<file path="src/rtl/ifetch_unit_pkg.sv">
// Shared pipeline definitions for the fetch stage and its neighbours.
//   XLEN          - address / instruction width
//   NOP_INSTR     - addi x0,x0,0; decode inserts it as a bubble
//   fetch_entry_t - one fetch-queue slot {pc, instr, filled}
package ifetch_unit_pkg;

    localparam int unsigned XLEN = 32;

    localparam logic [XLEN-1:0] NOP_INSTR = 32'h0000_0013;

    typedef struct packed {
        logic [XLEN-1:0] pc;
        logic [XLEN-1:0] instr;
        logic            filled;
    } fetch_entry_t;

endpackage

</file>
<file path="src/rtl/ifetch_unit_fetch_queue.sv">
// fetch_queue: DEPTH-entry in-order buffer of outstanding fetches.
// An entry is allocated (pc known, instr pending) when a request is
// accepted, filled in order as responses return, and popped from the head
// by the IF/ID register.
//   clk, rst      - clock, asynchronous active-high reset
//   clear         - drop all entries (redirect); overrides alloc/fill/pop
//   alloc/alloc_pc- push a new unfilled entry at the tail
//   fill/fill_data- complete the oldest unfilled entry
//   pop           - retire the head entry
//   head          - current head entry (meaningful when alloc_cnt != 0)
//   alloc_cnt     - entries allocated
//   unfilled_cnt  - allocated entries still waiting for their response
module fetch_queue
    import ifetch_unit_pkg::*;
#(
    parameter int unsigned DEPTH = 2,
    parameter int unsigned CW    = $clog2(DEPTH) + 1
) (
    input  logic               clk,
    input  logic               rst,
    input  logic               clear,
    input  logic               alloc,
    input  logic [XLEN-1:0]    alloc_pc,
    input  logic               fill,
    input  logic [XLEN-1:0]    fill_data,
    input  logic               pop,
    output fetch_entry_t       head,
    output logic [CW-1:0]      alloc_cnt,
    output logic [CW-1:0]      unfilled_cnt
);

    localparam int unsigned PW = $clog2(DEPTH);

    fetch_entry_t  mem [DEPTH];
    logic [PW-1:0] hptr;
    logic [PW-1:0] tptr;
    logic [PW-1:0] fptr;

    assign head = mem[hptr];

    // Storage carries no reset: pointers and counts define what is live.
    // Fill is written before alloc so that, at full with a same-cycle pop,
    // a new entry landing in the slot just vacated starts out unfilled.
    always_ff @(posedge clk) begin
        if (!clear) begin
            if (fill) begin
                mem[fptr].instr  <= fill_data;
                mem[fptr].filled <= 1'b1;
            end
            if (alloc) begin
                mem[tptr] <= '{pc: alloc_pc, instr: '0, filled: 1'b0};
            end
        end
    end

    // Pointers wrap naturally because DEPTH is a power of two.
    always_ff @(posedge clk or posedge rst) begin
        if (rst) begin
            hptr         <= '0;
            tptr         <= '0;
            fptr         <= '0;
            alloc_cnt    <= '0;
            unfilled_cnt <= '0;
        end else if (clear) begin
            hptr         <= '0;
            tptr         <= '0;
            fptr         <= '0;
            alloc_cnt    <= '0;
            unfilled_cnt <= '0;
        end else begin
            if (alloc) tptr <= tptr + PW'(1);
            if (fill)  fptr <= fptr + PW'(1);
            if (pop)   hptr <= hptr + PW'(1);
            alloc_cnt    <= alloc_cnt + CW'(alloc) - CW'(pop);
            unfilled_cnt <= unfilled_cnt + CW'(alloc) - CW'(fill);
        end
    end

endmodule

</file>
<file path="src/rtl/ifetch_unit.sv">
// ifetch_unit: instruction-fetch stage between the PC unit and decode.
// Issues in-order imem requests at pc_in, buffers responses in a fetch
// queue, and drives the IF/ID register. Redirects discard queued work and
// count still-outstanding responses so they are thrown away on return.
//   clk, rst         - clock, asynchronous active-high reset
//   pc_in            - current PC from the PC unit
//   pc_advance       - request handshake this cycle; PC unit may step
//   imem_req_*       - request channel (valid/ready, addr = pc_in)
//   imem_resp_*      - in-order response channel, always accepted
//   flush            - redirect: kill IF/ID, queue and in-flight responses
//   id_stall         - decode cannot accept; hold IF/ID
//   if_id_valid/pc/instr - IF/ID pipeline register
module ifetch_unit #(
    parameter int unsigned DEPTH = 2,
    parameter int unsigned XLEN  = 32
) (
    input  logic            clk,
    input  logic            rst,
    input  logic [XLEN-1:0] pc_in,
    output logic            pc_advance,
    output logic            imem_req_valid,
    output logic [XLEN-1:0] imem_req_addr,
    input  logic            imem_req_ready,
    input  logic            imem_resp_valid,
    input  logic [XLEN-1:0] imem_resp_data,
    input  logic            flush,
    input  logic            id_stall,
    output logic            if_id_valid,
    output logic [XLEN-1:0] if_id_pc,
    output logic [XLEN-1:0] if_id_instr
);

    import ifetch_unit_pkg::fetch_entry_t;

    localparam int unsigned CW = $clog2(DEPTH) + 1;
    localparam logic [CW:0] DEPTH_W = (CW+1)'(DEPTH);

    fetch_entry_t  head;
    logic [CW-1:0] alloc_cnt;
    logic [CW-1:0] unfilled_cnt;
    logic [CW-1:0] drop_cnt;
    logic [CW:0]   in_flight;
    logic [CW:0]   pend_drop;
    logic          req_fire;
    logic          resp_drop;
    logic          resp_fill;
    logic          resp_err;
    logic          resp_taken;
    logic          head_live;
    logic          head_ready;
    logic          bypass;
    logic          pop;

    // Requests in flight are capped by queue slots plus pending drops, so
    // every returning response always has somewhere to go.
    assign in_flight      = {1'b0, alloc_cnt} + {1'b0, drop_cnt};
    assign imem_req_valid = !rst && !flush && (in_flight < DEPTH_W);
    assign imem_req_addr  = pc_in;
    assign req_fire       = imem_req_valid && imem_req_ready;
    assign pc_advance     = req_fire;

    // Responses owed to pre-redirect requests are consumed first.
    assign resp_drop = imem_resp_valid && (drop_cnt != '0);
    assign resp_fill = imem_resp_valid && (drop_cnt == '0) && (unfilled_cnt != '0);
    assign resp_err  = imem_resp_valid && (drop_cnt == '0) && (unfilled_cnt == '0);

    // An unfilled head is by definition the oldest unfilled entry, so a
    // response arriving now belongs to it and can go straight to IF/ID.
    assign head_live  = (alloc_cnt != '0);
    assign head_ready = head_live && head.filled;
    assign bypass     = head_live && !head.filled && resp_fill;
    assign pop        = !flush && !id_stall && (head_ready || bypass);

    // On redirect every outstanding response becomes a drop, less the one
    // (if any) arriving this very cycle.
    assign pend_drop  = {1'b0, unfilled_cnt} + {1'b0, drop_cnt};
    assign resp_taken = imem_resp_valid && (pend_drop != '0);

    fetch_queue #(
        .DEPTH (DEPTH),
        .CW    (CW)
    ) u_queue (
        .clk          (clk),
        .rst          (rst),
        .clear        (flush),
        .alloc        (req_fire),
        .alloc_pc     (pc_in),
        .fill         (resp_fill),
        .fill_data    (imem_resp_data),
        .pop          (pop),
        .head         (head),
        .alloc_cnt    (alloc_cnt),
        .unfilled_cnt (unfilled_cnt)
    );

    always_ff @(posedge clk or posedge rst) begin
        if (rst) begin
            drop_cnt <= '0;
        end else if (flush) begin
            drop_cnt <= CW'(pend_drop - (CW+1)'(resp_taken));
        end else begin
            drop_cnt <= drop_cnt - CW'(resp_drop);
        end
    end

    always_ff @(posedge clk or posedge rst) begin
        if (rst) begin
            if_id_valid <= 1'b0;
            if_id_pc    <= '0;
            if_id_instr <= '0;
        end else if (flush) begin
            if_id_valid <= 1'b0;
        end else if (!id_stall) begin
            if (head_ready) begin
                if_id_valid <= 1'b1;
                if_id_pc    <= head.pc;
                if_id_instr <= head.instr;
            end else if (bypass) begin
                if_id_valid <= 1'b1;
                if_id_pc    <= head.pc;
                if_id_instr <= imem_resp_data;
            end else begin
                if_id_valid <= 1'b0;
            end
        end
    end

`ifndef SYNTHESIS
    // A response with nothing outstanding is an imem protocol violation.
    always_ff @(posedge clk) begin
        if (!rst) assert (!resp_err);
    end
`endif

endmodule

</file>
<file path="config.mk">
export PLATFORM = sky130hd
export DESIGN_NAME = ifetch_unit
export DESIGN_NICKNAME = d
export VERILOG_FILES = /design/src/rtl/ifetch_unit_pkg.sv /design/src/rtl/ifetch_unit_fetch_queue.sv /design/src/rtl/ifetch_unit.sv
export SDC_FILE = /design/constraint.sdc
export NUM_CORES = 1
export LEC_CHECK = 0
export BUFFER_PORTS_ARGS = -buffer_cell sky130_fd_sc_hd__buf_2
export CORE_MARGIN = 3
export CORE_UTILIZATION = 55
export DETAILED_ROUTE_END_ITERATION = 12
export PLACE_DENSITY_LB_ADDON = 0.25
export SYNTH_ARGS = -nofsm -noshare
export SYNTH_HDL_FRONTEND = slang
export SYNTH_SLANG_ARGS = --single-unit
</file>
<file path="constraint.sdc">
create_clock -name clk -period 3.65 [get_ports clk]
set_input_delay 0.5475 -clock clk [delete_from_list [all_inputs] [get_ports clk]]
set_output_delay 0.5475 -clock clk [all_outputs]
set_load 0.005 [all_outputs]
</file>
==> results.md <==
| Step | Quantity | Reported |
|:---|:---|:---|
| clock network | Clock latency at the later pin of the worst-skew pair | 0.49 ns |
| power and ir drop | Net switching fraction of the power | 0.251 |
| power and ir drop | Share of total power in sequential cells | 0.474 |
| layout | ANT cells | 0 |
| layout | Post-route non-filler standard cell count | 985 |
| placed design | Port Buffer Count | 168 |
| worst setup path | Worst Setup Path Type | reg -> out |
| detailed routing | Number of design rule violations left after detail routing | 0 |
| die | Area of the die | 0.0173 sq mm |
| layout | Ratio of cells with drive above 1 in the final layout | 0.482 |
| timing | Worst-case headroom to the max-slew limit | 0.316 |
| global route | GR Overflow Total | 0 |
| detailed routing | Routed len/inst | 17.7 um |
| placed design | Placement Cell Area | 0.00947 sq mm |
| synth | Net count after synthesis | 699 |
| worst setup path | Number of cell instances on the worst register-to-register path | 6 |
| detailed routing | Antenna-violating nets left | 0 |
| global route | Number of antenna violations at the first check in global routing | 2 |
| layout | FF/Latch Area | 0.00510 sq mm |
| clock network | CTS clock-pin slew for the worst setup and hold paths | 0.06 ns |
| synth | Cell type with the largest total area after synthesis | sky130_fd_sc_hd__edfxtp_1 |
| clock network | CTS resizes | 0 |
| timing | Period utilization | 0.790 |
| placed design | Half-perimeter wire length after detailed placement | 11,500 um |
| synth | Area contributors post-synth | sky130_fd_sc_hd__edfxtp_1 22%, sky130_fd_sc_hd__dfrtp_1 21%, sky130_fd_sc_hd__mux2_2 20% |
| die | Rows | 45 |
| placed design | RePlAce Congestion | 0.778 |
| layout | Area growth from synthesis to layout | 17.9% |
| detailed routing | First-pass iteration count of the detailed router | 4 |
| synth | Syn_area_per_cell | 14.0 sq um |
| timing | RSZ-0062 raised after global routing | no |
| timing | Number of failing hold endpoints at the final stage | 0 |
| die | Width of the die | 131 um |
| synth | Count of unique library cells instantiated by Yosys | 30 |
| power and ir drop | Power density over the cells | 640 mW/mm^2 |
| die | I/O pin total | 169 |
| die | Effective utilization at floorplan | 0.565 |
| power and ir drop | Power share of the combinational group | 0.192 |
| outcome | Outcome | completed |
| placed design | Pre-CTS worst setup slack | 0.895 ns |
| clock network | Buffers inserted by post-CTS timing repair | 0 |
| synth | Area share of the leading cell type in the synthesized netlist | 0.222 |
| worst setup path | Worst endpoint data arrival time | 2.34 ns |
| clock network | Deepest clock path buffer count | 3 |
| timing | Setup skew after layout | 0.00532 ns |
| worst setup path | Setup slack on the worst flop-to-flop path | 0.94 ns |
| power and ir drop | Cell internal pwr | 4.89 mW |
| layout | Net count of the finished layout | 837 |
| global route | Largest net degree at the start of global routing | 67 |
| synth | Area of the mapped netlist | 0.00865 sq mm |
| timing | Summed negative setup slack over all endpoints | 0 ns |
| clock network | Clock buffers created by TritonCTS | 22 |
| layout | Most common library cell in the layout ignoring fill and taps | sky130_fd_sc_hd__buf_2 |
| power and ir drop | Maximum resistive drop on vdd | 464 uV |
| worst setup path | Crit path required time | 3.10 ns |
| power and ir drop | Fraction of power consumed by the clock network | 0.335 |
| die | Standard cell core area | 0.0153 sq mm |
| detailed routing | Number of vias after detailed routing | 5,195 |
| synth | FFs w/ async S/R, synth | 0.363 |
| worst setup path | Peak fanout along the critical path | 3 |
| timing | Number of setup violations in the final report | 0 |
| timing | Worst-margin pin slew | 1.02 ns |
| clock network | Clock root buffer | sky130_fd_sc_hd__clkbuf_16 |
| clock network | CTS tree | done |
| synth | Most instantiated flip-flop cell in the synthesis netlist | sky130_fd_sc_hd__dfrtp_1 |
| synth | Number of synthesized flops with an enable pin | 64 |
| clock network | Hold Buf Count CTS | 0 |
| die | Die Y | 131 um |
| layout | Area taken by multi-input logic gates | 0.00312 sq mm |
| worst setup path | Crit start category | register |
| layout | Fill count | 1,138 |
| timing | Fmax achieved | 347 MHz |
| min path | Hold Crit Class | in -> async |
| synth | FF+latch count, synth | 204 |
| synth | Number of warning messages in the yosys log | 0 |
| detailed routing | Vias per inst | 5.27 |
| power and ir drop | Reported leakage power | 4.73 nW |
| power and ir drop | Power dissipated by switching net loads | 1.64 mW |
| global route | Global-route wire length before repair | 29,000 um |
| placed design | Instance count after placement with tap cells included | 945 |
| flow run | Count of max-cap constraint violations | 0 |
| synth | Syn Inst Count | 620 |
| global route | Aggregate global-route resource usage | 0.205 |
| clock network | Clock tree sinks | 204 |
| layout | Finished layout cell area | 0.0102 sq mm |
| synth | Proportion of synthesized chip area in sequential cells | 0.589 |
| clock network | # H-tree levels | 1 |
| worst setup path | Type of element capturing the critical path | output port |
| global route | Vias in the first global route | 5,613 |
| detailed routing | Number of design-rule violations left by the first detailed-router iteration | 218 |
| timing | Min setup slack post-route | 0.765 ns |
| layout | Commonest cells after routing, fill and taps aside | 168 x sky130_fd_sc_hd__buf_2, 152 x sky130_fd_sc_hd__mux2_2, 74 x sky130_fd_sc_hd__nor2_1 |
| timing | Count of final max-slew check failures | 0 |
| timing | Final worst path period need | 2.89 ns |
| detailed routing | Final wirelength | 17,500 um |
-- area by class of cell --
cell class                      count  area share
Clock buffer                       28      0.0612
Clock inverter                     12      0.0104
Inverter                           15     0.00564
Multi-Input combinational cell    337       0.306
Sequential cell                   204       0.500
Tap cell                          211      0.0259
Timing Repair Buffer              178      0.0911
-- registers in the layout, summed over array words and instances, names as in the netlist --
name / cells
if_id_valid: 1
u_queue.fptr: 1
u_queue.mem: 130
u_queue.alloc_cnt: 2
if_id_pc: 32
u_queue.hptr: 1
drop_cnt: 2
u_queue.unfilled_cnt: 2
u_queue.tptr: 1
if_id_instr: 32
-- synthesized netlist by cell type (all sizes together) (2+ instances only) --
| master | count |
|---|---|
| xnor2 | 5 |
| nor2 | 77 |
| nor2b | 3 |
| buf | 56 |
| mux2 | 160 |
| mux2i | 67 |
| clkbuf | 8 |
| fa | 2 |
| nand2 | 3 |
| dfrtp | 74 |
| inv | 15 |
| dfxtp | 66 |
| edfxtp | 64 |
| ha | 7 |
| xor2 | 3 |
-- metrics by stage --
stage / hold WS (ns) / utilization / power [mW]
finish: 0.0859 / 0.666 / 6.53
global route: 0.121 / 0.666 / 6.89
CTS: 0.100 / 0.666 / 6.61
detailed placement: 0.442 / 0.618 / 4.40
global placement: 0.432 / 0.618 / 4.32
floorplan: 0.425 / - / 3.81
-- logic make-up (layout without fill, tap and decap cells) --
family | after synthesis | after routing | share of synthesized area
AO/OA/AOI/OAI | 8 | 8 | 0.00926
XOR/XNOR | 8 | 8 | 0.00810
buffers and inverters | 79 | 233 | 0.0544
flip-flops | 204 | 204 | 0.589
adder cells (fa/ha/maj) | 9 | 9 | 0.0148
AND/OR/NAND/NOR | 85 | 85 | 0.0386
multiplexers | 227 | 227 | 0.286
-- power by group through the flow --
| stage | logic (mW) | clock network [mW] | registers [mW] |
|---|---|---|---|
| CTS | 1.27 | 2.24 | 3.10 |
| detailed placement | 1.26 | 0 | 3.13 |
| global placement | 1.22 | 0 | 3.10 |
| global route | 1.40 | 2.34 | 3.15 |
| floorplan | 0.705 | 0 | 3.11 |
| finish | 1.25 | 2.19 | 3.09 |
-- layer usage --
metal,routed length [um],vias up,global-route usage,part of all wire
li1,-,2428,-,-
met1,7510,2589,0.260,0.43
met4,197,4,0.0496,0.011
met5,16,-,0,0.00092
met2,8760,150,0.361,0.50
met3,969,24,0.0417,0.056
-- critical path, cell delays in order (launching register included) --
cell and delay (ns):
sky130_fd_sc_hd__dfrtp_1 0.38, sky130_fd_sc_hd__inv_1 0.07, sky130_fd_sc_hd__nor2_1 0.11, sky130_fd_sc_hd__fa_1 0.42, sky130_fd_sc_hd__nor4_1 0.37, sky130_fd_sc_hd__nand2_1 0.22
sky130_fd_sc_hd__inv_1 0.15, sky130_fd_sc_hd__buf_2 0.13
-- worst paths after layout --
check	start	to
worst max-delay path	drop_cnt[0]	pc_advance
worst min-delay path	rst	drop_cnt[0]
worst max register to register	drop_cnt[0]	u_queue.mem[1][58]
worst min register to register	u_queue.mem[0][0]	u_queue.mem[0][0]
max in group asynchronous	rst	u_queue.hptr
min in group clk	pc_in[1]	u_queue.mem[0][34]
Power figures use the tool's default switching activity.
